## src/rtl/zports_pkg.sv

```systemverilog
// Shared definitions for the ZX port-window register block:
// register addresses, bit positions and reset-pulser state codes.
package zports_pkg;

  localparam logic [1:0] ADDR_NONE   = 2'd0;
  localparam logic [1:0] ADDR_CFG    = 2'd1;
  localparam logic [1:0] ADDR_CTRL   = 2'd2;
  localparam logic [1:0] ADDR_INTENA = 2'd3;

  localparam int CFG_ENA    = 0;
  localparam int CFG_WIN_LO = 1;
  localparam int CFG_WIN_HI = 2;
  localparam int CFG_W5300  = 3;

  localparam int CTRL_SL811     = 0;
  localparam int CTRL_W5300     = 1;
  localparam int CTRL_SL811_INT = 4;
  localparam int CTRL_W5300_INT = 5;

  localparam int INT_SL811 = 0;
  localparam int INT_W5300 = 1;

  localparam logic [1:0] ST_IDLE    = 2'd0;
  localparam logic [1:0] ST_ASSERT  = 2'd1;
  localparam logic [1:0] ST_RECOVER = 2'd2;

endpackage

```

## src/rtl/zports_rstgen.sv

```systemverilog
// Per-chip hardware reset pulser: holds reset low, then
// keeps a busy flag through a recovery window.
module zports_rstgen
  import zports_pkg::*;
#(
  parameter int RST_LEN = 1000,
  parameter int REC_LEN = 4000,
  parameter int CNT_W   = 16
) (
  input  logic fclk,
  input  logic rst_n,
  input  logic clr,
  input  logic start,
  output logic chip_rst_n,
  output logic busy
);

  localparam logic [CNT_W-1:0] RST_LAST = CNT_W'(RST_LEN - 1);
  localparam logic [CNT_W-1:0] REC_LAST = CNT_W'(REC_LEN - 1);

  logic [1:0]       state;
  logic [CNT_W-1:0] count;

  // State/count sequencing; starts are ignored unless idle.
  always_ff @(posedge fclk or negedge rst_n) begin
    if (!rst_n) begin
      state <= ST_ASSERT;
      count <= '0;
    end else if (clr) begin
      state <= ST_ASSERT;
      count <= '0;
    end else begin
      unique case (state)
        ST_IDLE: begin
          if (start) begin
            state <= ST_ASSERT;
            count <= '0;
          end
        end
        ST_ASSERT: begin
          if (count == RST_LAST) begin
            state <= ST_RECOVER;
            count <= '0;
          end else begin
            count <= count + 1'b1;
          end
        end
        ST_RECOVER: begin
          if (count == REC_LAST) begin
            state <= ST_IDLE;
            count <= '0;
          end else begin
            count <= count + 1'b1;
          end
        end
        default: begin
          state <= ST_IDLE;
          count <= '0;
        end
      endcase
    end
  end

  assign chip_rst_n = (state != ST_ASSERT);
  assign busy       = (state != ST_IDLE);

endmodule

```

## src/rtl/zports.sv

```systemverilog
// ZX port-window control block: write capture, config regs,
// chip reset sequencing and /INT aggregation.
module zports
  import zports_pkg::*;
#(
  parameter int RST_LEN = 1000,
  parameter int REC_LEN = 4000,
  parameter int CNT_W   = 16
) (
  input  logic       fclk,
  input  logic       rst_n,
  input  logic       zrst_n,
  input  logic       ports_wrena,
  input  logic       ports_wrstb_n,
  input  logic [1:0] ports_addr,
  input  logic [7:0] ports_wrdata,
  output logic [7:0] ports_rddata,
  output logic [1:0] rommap_win,
  output logic       rommap_ena,
  output logic       w5300_ports,
  output logic       sl811_rst_n,
  output logic       w5300_rst_n,
  input  logic       sl811_int,
  input  logic       w5300_int_n,
  output logic       zint_n
);

  logic       stb_s1, stb_s2, stb_h;
  logic       z_s1, z_s2;
  logic       sl_s1, sl_s2;
  logic       wi_s1, wi_s2;
  logic       wr_ev, zclr, wr_hit;
  logic       sl_start, w_start;
  logic       sl_busy, w_busy;
  logic [3:0] cfg;
  logic [1:0] intena;
  logic [1:0] int_req;
  logic       unused;

  // Synchronisers; idle levels at reset so nothing fires on release.
  always_ff @(posedge fclk or negedge rst_n) begin
    if (!rst_n) begin
      stb_s1 <= 1'b1;
      stb_s2 <= 1'b1;
      stb_h  <= 1'b1;
      z_s1   <= 1'b1;
      z_s2   <= 1'b1;
      sl_s1  <= 1'b0;
      sl_s2  <= 1'b0;
      wi_s1  <= 1'b1;
      wi_s2  <= 1'b1;
    end else begin
      stb_s1 <= ports_wrstb_n;
      stb_s2 <= stb_s1;
      stb_h  <= stb_s2;
      z_s1   <= zrst_n;
      z_s2   <= z_s1;
      sl_s1  <= sl811_int;
      sl_s2  <= sl_s1;
      wi_s1  <= w5300_int_n;
      wi_s2  <= wi_s1;
    end
  end

  assign wr_ev  = stb_h & ~stb_s2;
  assign zclr   = ~z_s2;
  assign wr_hit = wr_ev & ports_wrena & ~zclr;

  assign sl_start = wr_hit & (ports_addr == ADDR_CTRL)
                  & ports_wrdata[CTRL_SL811];
  assign w_start  = wr_hit & (ports_addr == ADDR_CTRL)
                  & ports_wrdata[CTRL_W5300];

  // CFG and INTENA register writes, cleared by ZX reset.
  always_ff @(posedge fclk or negedge rst_n) begin
    if (!rst_n) begin
      cfg    <= '0;
      intena <= '0;
    end else if (zclr) begin
      cfg    <= '0;
      intena <= '0;
    end else if (wr_hit) begin
      if (ports_addr == ADDR_CFG)
        cfg <= ports_wrdata[3:0];
      if (ports_addr == ADDR_INTENA)
        intena <= ports_wrdata[1:0];
    end
  end

  zports_rstgen #(
    .RST_LEN(RST_LEN), .REC_LEN(REC_LEN), .CNT_W(CNT_W)
  ) u_sl811 (
    .fclk(fclk), .rst_n(rst_n), .clr(zclr), .start(sl_start),
    .chip_rst_n(sl811_rst_n), .busy(sl_busy)
  );

  zports_rstgen #(
    .RST_LEN(RST_LEN), .REC_LEN(REC_LEN), .CNT_W(CNT_W)
  ) u_w5300 (
    .fclk(fclk), .rst_n(rst_n), .clr(zclr), .start(w_start),
    .chip_rst_n(w5300_rst_n), .busy(w_busy)
  );

  // A chip held in reset cannot raise a meaningful interrupt.
  assign int_req[INT_SL811] = sl_s2 & sl811_rst_n;
  assign int_req[INT_W5300] = ~wi_s2 & w5300_rst_n;

  // Registered level-sensitive /INT.
  always_ff @(posedge fclk or negedge rst_n) begin
    if (!rst_n)
      zint_n <= 1'b1;
    else
      zint_n <= ~|(intena & int_req);
  end

  // Combinational read mux.
  always_comb begin
    ports_rddata = 8'hFF;
    unique case (ports_addr)
      ADDR_NONE: ports_rddata = 8'hFF;
      ADDR_CFG:  ports_rddata = {4'b0, cfg};
      ADDR_CTRL: begin
        ports_rddata = 8'h00;
        ports_rddata[CTRL_SL811]     = sl_busy;
        ports_rddata[CTRL_W5300]     = w_busy;
        ports_rddata[CTRL_SL811_INT] = sl_s2;
        ports_rddata[CTRL_W5300_INT] = ~wi_s2;
      end
      ADDR_INTENA: ports_rddata = {6'b0, intena};
      default:     ports_rddata = 8'hFF;
    endcase
  end

  assign rommap_ena  = cfg[CFG_ENA];
  assign rommap_win  = cfg[CFG_WIN_HI:CFG_WIN_LO];
  assign w5300_ports = cfg[CFG_W5300];

  assign unused = ^ports_wrdata[7:4];

endmodule
```

## config.mk

```make
export PLATFORM = sky130hd
export DESIGN_NAME = zports
export DESIGN_NICKNAME = d
export VERILOG_FILES = /design/src/rtl/zports_pkg.sv /design/src/rtl/zports_rstgen.sv /design/src/rtl/zports.sv
export SDC_FILE = /design/constraint.sdc
export NUM_CORES = 1
export LEC_CHECK = 0
export ABC_AREA = 1
export BUFFER_PORTS_ARGS = -buffer_cell sky130_fd_sc_hd__buf_2
export CAP_MARGIN = 10
export CELL_PAD_IN_SITES_DETAIL_PLACEMENT = 1
export CELL_PAD_IN_SITES_GLOBAL_PLACEMENT = 2
export CORE_MARGIN = 2
export CORE_UTILIZATION = 34
export CTS_CLUSTER_DIAMETER = 50
export DETAILED_ROUTE_END_ITERATION = 10
export MAX_ROUTING_LAYER = met4
export PLACE_DENSITY = 0.85
export SLEW_MARGIN = 10
export SYNTH_ARGS = -nofsm -noshare
export SYNTH_HDL_FRONTEND = slang
export SYNTH_SLANG_ARGS = --single-unit
```

## constraint.sdc

```tcl
create_clock -name fclk -period 2.2 [get_ports fclk]
set_clock_uncertainty 0.15 [all_clocks]
set_input_delay 0.22 -clock fclk [delete_from_list [all_inputs] [get_ports fclk]]
set_output_delay 0.22 -clock fclk [all_outputs]
set_load 0.01 [all_outputs]
```

; Word-level counts from Yosys, hierarchy flattened
; Cells that the tools add are included.
; Widths: inputs -> output; s select.
[word_totals]
reg_bits = 52
latch_bits = 0
mem_bits_rw = 0
romBits = 0
inputBits = 17
out_inout_bits = 15
wordCells = 89
n_memories = 0
[classes]
add_sub_neg = 2
mul = 0
div = 0
magnitude_cmp = 0
eq_ne = 22
n_shift = 0
n_mux = 27
bitwise = 11
n_reduce_logical = 11
[ops]
columns = operator, n
row1 = $mux 16, 8
row2 = $pmux 16 s3, 2
row3 = $add 16x1->16 const B, 2
row4 = $eq 16x10->1 const B, 2
row5 = $eq 16x12->1 const B, 2
row6 = $pmux 8 s4, 1
row7 = $mux 2, 11
row8 = $ne 3x2->1 const B, 5
row9 = $mux 4, 3
row10 = $pmux 2 s3, 2
row11 = $ne 2x1->1 const B, 5
row12 = $and 1x1->1, 8
row13 = $eq 2x2->1 const B, 4
row14 = $eq 2x1->1 const B, 3
row15 = $logic_not 2->1, 3
row16 = $reduce_and 3->1, 2
row17 = $reduce_and 2->1, 2
row18 = $reduce_bool 2->1, 2
row19 = $ne 3x3->1 const B, 1
row20 = $and 2x2->2, 1
row21 = $not 1->1, 2
row22 = $reduce_or 2->1, 1
row23 = $logic_not 1->1, 1

; Logic depth before layout (Yosys ltp)
[logic_depth]
depth_word = 9
mapped_depth = 12
ltp_nobuf = 12

; Hierarchy
; From an unflattened synthesis, not the netlist that was laid out.
[hier_totals]
cells_unflattened = 379
hier_area_um2 = 2986.6
[by_module_without_submodules]
columns = module, instances, cells_each, area_each_um2, seq_area_each_um2
row1 = zports_rstgen, 2, 149, 1137.3, 451.7
row2 = zports, 1, 81, 711.9, 410.4

; Least setup slack after synthesis
; Ideal clock, no wire load.
[synth_timing]
path_type = register -> register
from = reg z_s2
to = reg u_sl811.count[10]
setup_time_ns = 0.123
arrival_ns = 1.369
required_time_ns = 1.927
slack_ns = 0.558
stages_incl_launch_ff = 10
path_buffers = 2
synth_period_minus_slack_ns = 1.642
cell_sequence = dfstp_2 buf_4 inv_2 nor2_4 nand3_2 nand2_4 buf_6 nand2_1 xor2_1 a21oi_2
[synth_between]
elab_chain_len = 4
word_cells_on_any_way = 5
cone_classes = 1 x eq/ne / 1 x mux / 3 x bitwise
[synth_rtl]
columns = element, line_no
row1 = start: declaration, zports.sv:29  ; logic z_s1, z_s2;
row2 = start signal: assignment, zports.sv:57  ; z_s2 <= z_s1;
row3 = $and 1x1->1, zports.sv:67  ; assign wr_hit = wr_ev & ports_wrena & ~zclr;
row4 = $and 1x1->1, zports.sv:69  ; assign sl_start = wr_hit & (ports_addr == ADDR_CTRL)
row5 = $and 1x1->1, zports.sv:70  ; & ports_wrdata[CTRL_SL811];
row6 = $ne 3x3->1 (no line), --
row7 = end signal: assignment, zports_rstgen.sv:45  ; count <= count + 1'b1;
row8 = end signal: assignment, zports_rstgen.sv:53  ; count <= count + 1'b1;
row9 = end: declaration, zports_rstgen.sv:22  ; logic [CNT_W-1:0] count;
; Several ways; a longest one is shown, not always the timed one.
; A chain may end at the register's enable or synchronous reset.

; Worst setup path in the final report
[layout_timing]
from = reg u_w5300.count[1]
to = reg u_w5300.count[11]
[layout_between]
elab_chain_len = 4
word_cells_on_any_way = 7
cone_classes = 1 x add/sub / 2 x eq/ne / 4 x mux
[layout_rtl]
columns = element, line_no
row1 = start: declaration, zports_rstgen.sv:22
row2 = start signal: assignment, zports_rstgen.sv:45
row3 = start signal: assignment, zports_rstgen.sv:53
row4 = $add 16x1->16 (tied with other cells), "zports_rstgen.sv:45, zports_rstgen.sv:53"
row5 = $mux 16 (on tied branches), "zports_rstgen.sv:49, zports_rstgen.sv:41"
row6 = $pmux 16 s3 (*), zports_rstgen.sv:33  ; unique case (state)
row7 = $mux 16 (*), zports_rstgen.sv:29  ; end else if (clr) begin
; Every way passes the cells marked *; elsewhere a longest branch is shown, timed or not.

==> load_flow_metrics.sql <==
INSERT INTO impl_metrics (metric_group, metric, value, unit) VALUES
('run_status', 'outcome', 'completed', ''),
('yosys', 'yosysUniqueCellTypes', '35', ''),
('route', 'detail_route.wirelength.met1', '3840', 'um'),
('min_path', 'min_delay_path_depth', '3', ''),
('route', 'detail_route.drc_violations', '0', ''),
('route', 'first_iter_violations', '49', ''),
('worst_setup_path', 'cp_max_fo', '6', ''),
('placement', 'globalplace.congestion', '0.8299', ''),
('sta', 'maxSlewHeadroom', '48.56', '%'),
('layout', 'final_layout_size_suffix_gt1_share', '16.16', '%'),
('route', 'via_total_after_detailed_routing', '2816', ''),
('layout', 'area_delta_synth_final', '12.84', '%'),
('sta', 'tns', '0', 'ns'),
('route', 'detailroute.wirelength.met2', '4161', 'um'),
('route', 'top_layer_used', 'met4', ''),
('route', 'ant_nets', '0', ''),
('power', 'cell_area_power_density', '606.6', 'nW/um^2'),
('flow_run', 'max-cap-violations', '0', ''),
('clock_tree', 'number_of_buffers_added_by_the_clock_tree_synthesis_step', '5', ''),
('layout', 'final_cell_mix', 'sky130_fd_sc_hd__nand2_1, sky130_fd_sc_hd__inv_1, sky130_fd_sc_hd__nor2_1', ''),
('clock_tree', 'worst_skew_pair.late_latency', '0.31', 'ns'),
('clock_tree', 'root_cell_of_the_clock_tree', 'sky130_fd_sc_hd__clkbuf_8', ''),
('clock_tree', 'clk_transition_reported_paths', '0.11', 'ns'),
('worst_setup_path', 'setup.worst_path.start_class', 'register', ''),
('worst_setup_path', 'critical_path_arrival', '1.99', 'ns'),
('layout', 'finalNetCount', '490', ''),
('route', 'via_per_inst', '4.897', ''),
('yosys', 'seq_area_frac_synth', '41.60', '%'),
('yosys', 'synth_warnings', '0', ''),
('route', 'met3_wirelength', '87', 'um'),
('die', 'std_cell_rows', '35', ''),
('route', 'total_wire_length', '8126', 'um'),
('global_route', 'grt_util_all_layers', '17.91', '%'),
('placement', 'hpwl', '6276', 'um'),
('layout', 'area_taken_by_multi_input_logic_gates', '1533', 'sq um'),
('global_route', 'initial_antenna_violation_count', '0', ''),
('placement', 'io_buffer_count', '27', ''),
('yosys', 'syn_area_per_cell', '7.448', 'sq um'),
('worst_setup_path', 'crit_type', 'reg -> reg', ''),
('min_path', 'holdCritPathClass', 'in -> reg', ''),
('yosys', 'syn_nets', '451', ''),
('sta', 'finalHoldViolations', '0', ''),
('die', 'total_i_o_pin_count', '32', ''),
('power', 'total_leakage_power', '1.747', 'nW'),
('layout', 'mostFrequentLayoutCell', 'sky130_fd_sc_hd__nand2_1', ''),
('route', 'routed_wire_length_per_instance', '14.13', 'um'),
('die', 'initial_core_util', '34.67', '%'),
('die', 'std_cell_core_area', '9109', 'sq um'),
('global_route', 'grt_first_pass_wirelength', '14160', 'um'),
('sta', 'final-setup-viol-count', '0', ''),
('layout', 'layout.filler_cells', '1169', ''),
('yosys', 'postSynthRegisterBits', '52', ''),
('global_route', 'globalRoute.totalOverflow', '0', ''),
('layout', 'post-route-cell-area', '3563', 'sq um'),
('clock_tree', 'cts-root-to-sink-buffers', '2', ''),
('sta', 'grt_setup_unrepaired', 'false', ''),
('clock_tree', 'clock_tree.htree_level_count', '2', ''),
('power', 'ir_drop', '270.8', 'uV'),
('clock_tree', 'clk_sink_count', '52', ''),
('sta', 'final-max-slew-violation-count', '0', ''),
('sta', 'fmaxAchievable', '512.4', 'MHz'),
('die', 'fp.dieH', '100.4', 'um'),
('yosys', 'post_synth_inst_count', '424', ''),
('worst_setup_path', 'worst-r2r-cell-count', '12', ''),
('sta', 'final_min_period_over_clock_period', '88.71', '%'),
('worst_setup_path', 'critPathCaptureType', 'register', ''),
('die', 'floorplan.die.width', '100.4', 'um'),
('placement', 'placement.cell_area', '3425', 'sq um'),
('die', 'floorplan.die_area', '10080', 'sq um'),
('route', 'router_iterations_before_antenna_repair', '5', ''),
('layout', 'antenna_cells_inserted', '0', ''),
('sta', 'final_period_minus_worst_setup_slack', '1.952', 'ns'),
('global_route', 'largest_net_degree_at_the_start_of_global_routing', '34', ''),
('layout', 'area.sequential', '1314', 'sq um'),
('yosys', 'synthesis.area', '3158', 'sq um'),
('worst_setup_path', 'cp_data_required_time', '2.23', 'ns'),
('sta', 'tightestPinTransition', '0.7715', 'ns'),
('global_route', 'first_global_vias', '2942', ''),
('clock_tree', 'cts_tree', 'done', '');
worst paths after layout:
kind	startpoint	to	slack, ns
max	u_w5300.count[1]	u_w5300.count[11]	0.25
min	ports_wrdata[3]	cfg[3]	0.01
max reg2reg	u_w5300.count[1]	u_w5300.count[11]	0.25
min reg2reg	z_s1	z_s2	0.21
max in group asynchronous	rst_n	u_sl811.count[14]	0.82
min in group asynchronous	rst_n	u_w5300.count[2]	0.38
stage by stage:
step                      std cells  total power [mW]  util, %  setup slack, ns  hold WS [ns]
after floorplan                 424             1.438        -           0.5579       -0.2256
after global placement          562             1.607    37.60           0.3034        0.1759
after detailed placement        562             1.625    37.60           0.2645        0.1792
after CTS                       575             2.202    39.12           0.2177      0.005216
after global routing            575             2.312    39.12         0.005795       0.02093
final                           575             2.161    39.12           0.2485       0.01214
power by group:
part | total (mW) | leakage (nW) | internal [mW] | switching [mW]
clock | 0.555 | 0.0414 | 0.227 | 0.327
combinational | 0.557 | 1.03 | 0.184 | 0.373
sequential | 1.05 | 0.678 | 1.02 | 0.0339
routing by layer:
layer	GRT usage (%)	vias up
li1	-	1420
met1	22.42	1376
met2	31.39	16
met3	2.298	4
met4	3.161	0
met5	-	-
repair_timing:
action,4_1_cts,5_1_grt
buffers inserted,0,0
hold endpoints to repair,25,0
gates resized for setup,0,0
hold buffers,5,0
layout make-up:
class | count | area share (%)
Clock buffer | 6 | 2.037
Clock inverter | 2 | 0.4565
Inverter | 63 | 6.636
Multi-Input combinational cell | 300 | 43.01
Sequential cell | 52 | 36.87
Tap cell | 111 | 3.897
Timing Repair Buffer | 41 | 7.093
critical path: stages, from the launching register on:
cell	delay, ns
sky130_fd_sc_hd__dfrtp_1	0.39
sky130_fd_sc_hd__ha_1	0.21
sky130_fd_sc_hd__nand2_1	0.10
sky130_fd_sc_hd__inv_1	0.09
sky130_fd_sc_hd__nand2_2	0.10
sky130_fd_sc_hd__nor2_1	0.12
sky130_fd_sc_hd__nand2_1	0.06
sky130_fd_sc_hd__nand2_1	0.08
sky130_fd_sc_hd__nand2_2	0.10
sky130_fd_sc_hd__nand2_1	0.11
sky130_fd_sc_hd__nand2_2	0.09
sky130_fd_sc_hd__inv_1	0.15
sky130_fd_sc_hd__nor2_1	0.07
synth_stat cells, drive strengths merged:
master  number  area [sq um]
a21boi       3         22.52
nand2      108         427.9
xor2         9         78.83
dfstp       10         262.8
buf          9         75.07
o21bai       2         18.77
or2          1         6.260
o31ai        2         15.01
nand3b       1         7.510
dfrtp       42          1051
ha          10         125.1
nor3         5         30.03
a31oi        2         12.51
nand4        6         37.54
nor2        57         221.5
a21oi       22         121.4
nor4         1         6.260
o221ai       2         17.52
inv         63         236.5
nand3       50         277.8
o21ai       17         88.84
xnor2        2         17.52
cells by family (layout without fill, tap and decap cells):
| group | count (synthesis) | count (layout) | synth area share, % |
|---|---|---|---|
| buffers and inverters | 72 | 112 | 9.865 |
| AND/OR/NAND/NOR | 229 | 229 | 32.13 |
| XOR/XNOR | 11 | 11 | 3.051 |
| adder cells (fa/ha/maj) | 10 | 10 | 3.962 |
| flip-flops | 52 | 52 | 41.60 |
| AO/OA/AOI/OAI | 50 | 50 | 9.390 |
state kept, by name (all words and copies together), names as in the netlist:
name / flops
z_s2: 1
stb_h: 1
z_s1: 1
zint_n: 1
u_sl811.state: 2
u_sl811.count: 16
u_w5300.state: 2
stb_s1: 1
cfg: 4
wi_s2: 1
u_w5300.count: 16
sl_s2: 1
sl_s1: 1
wi_s1: 1
intena: 2
stb_s2: 1
Note: power is estimated with default switching activity, not from simulation.
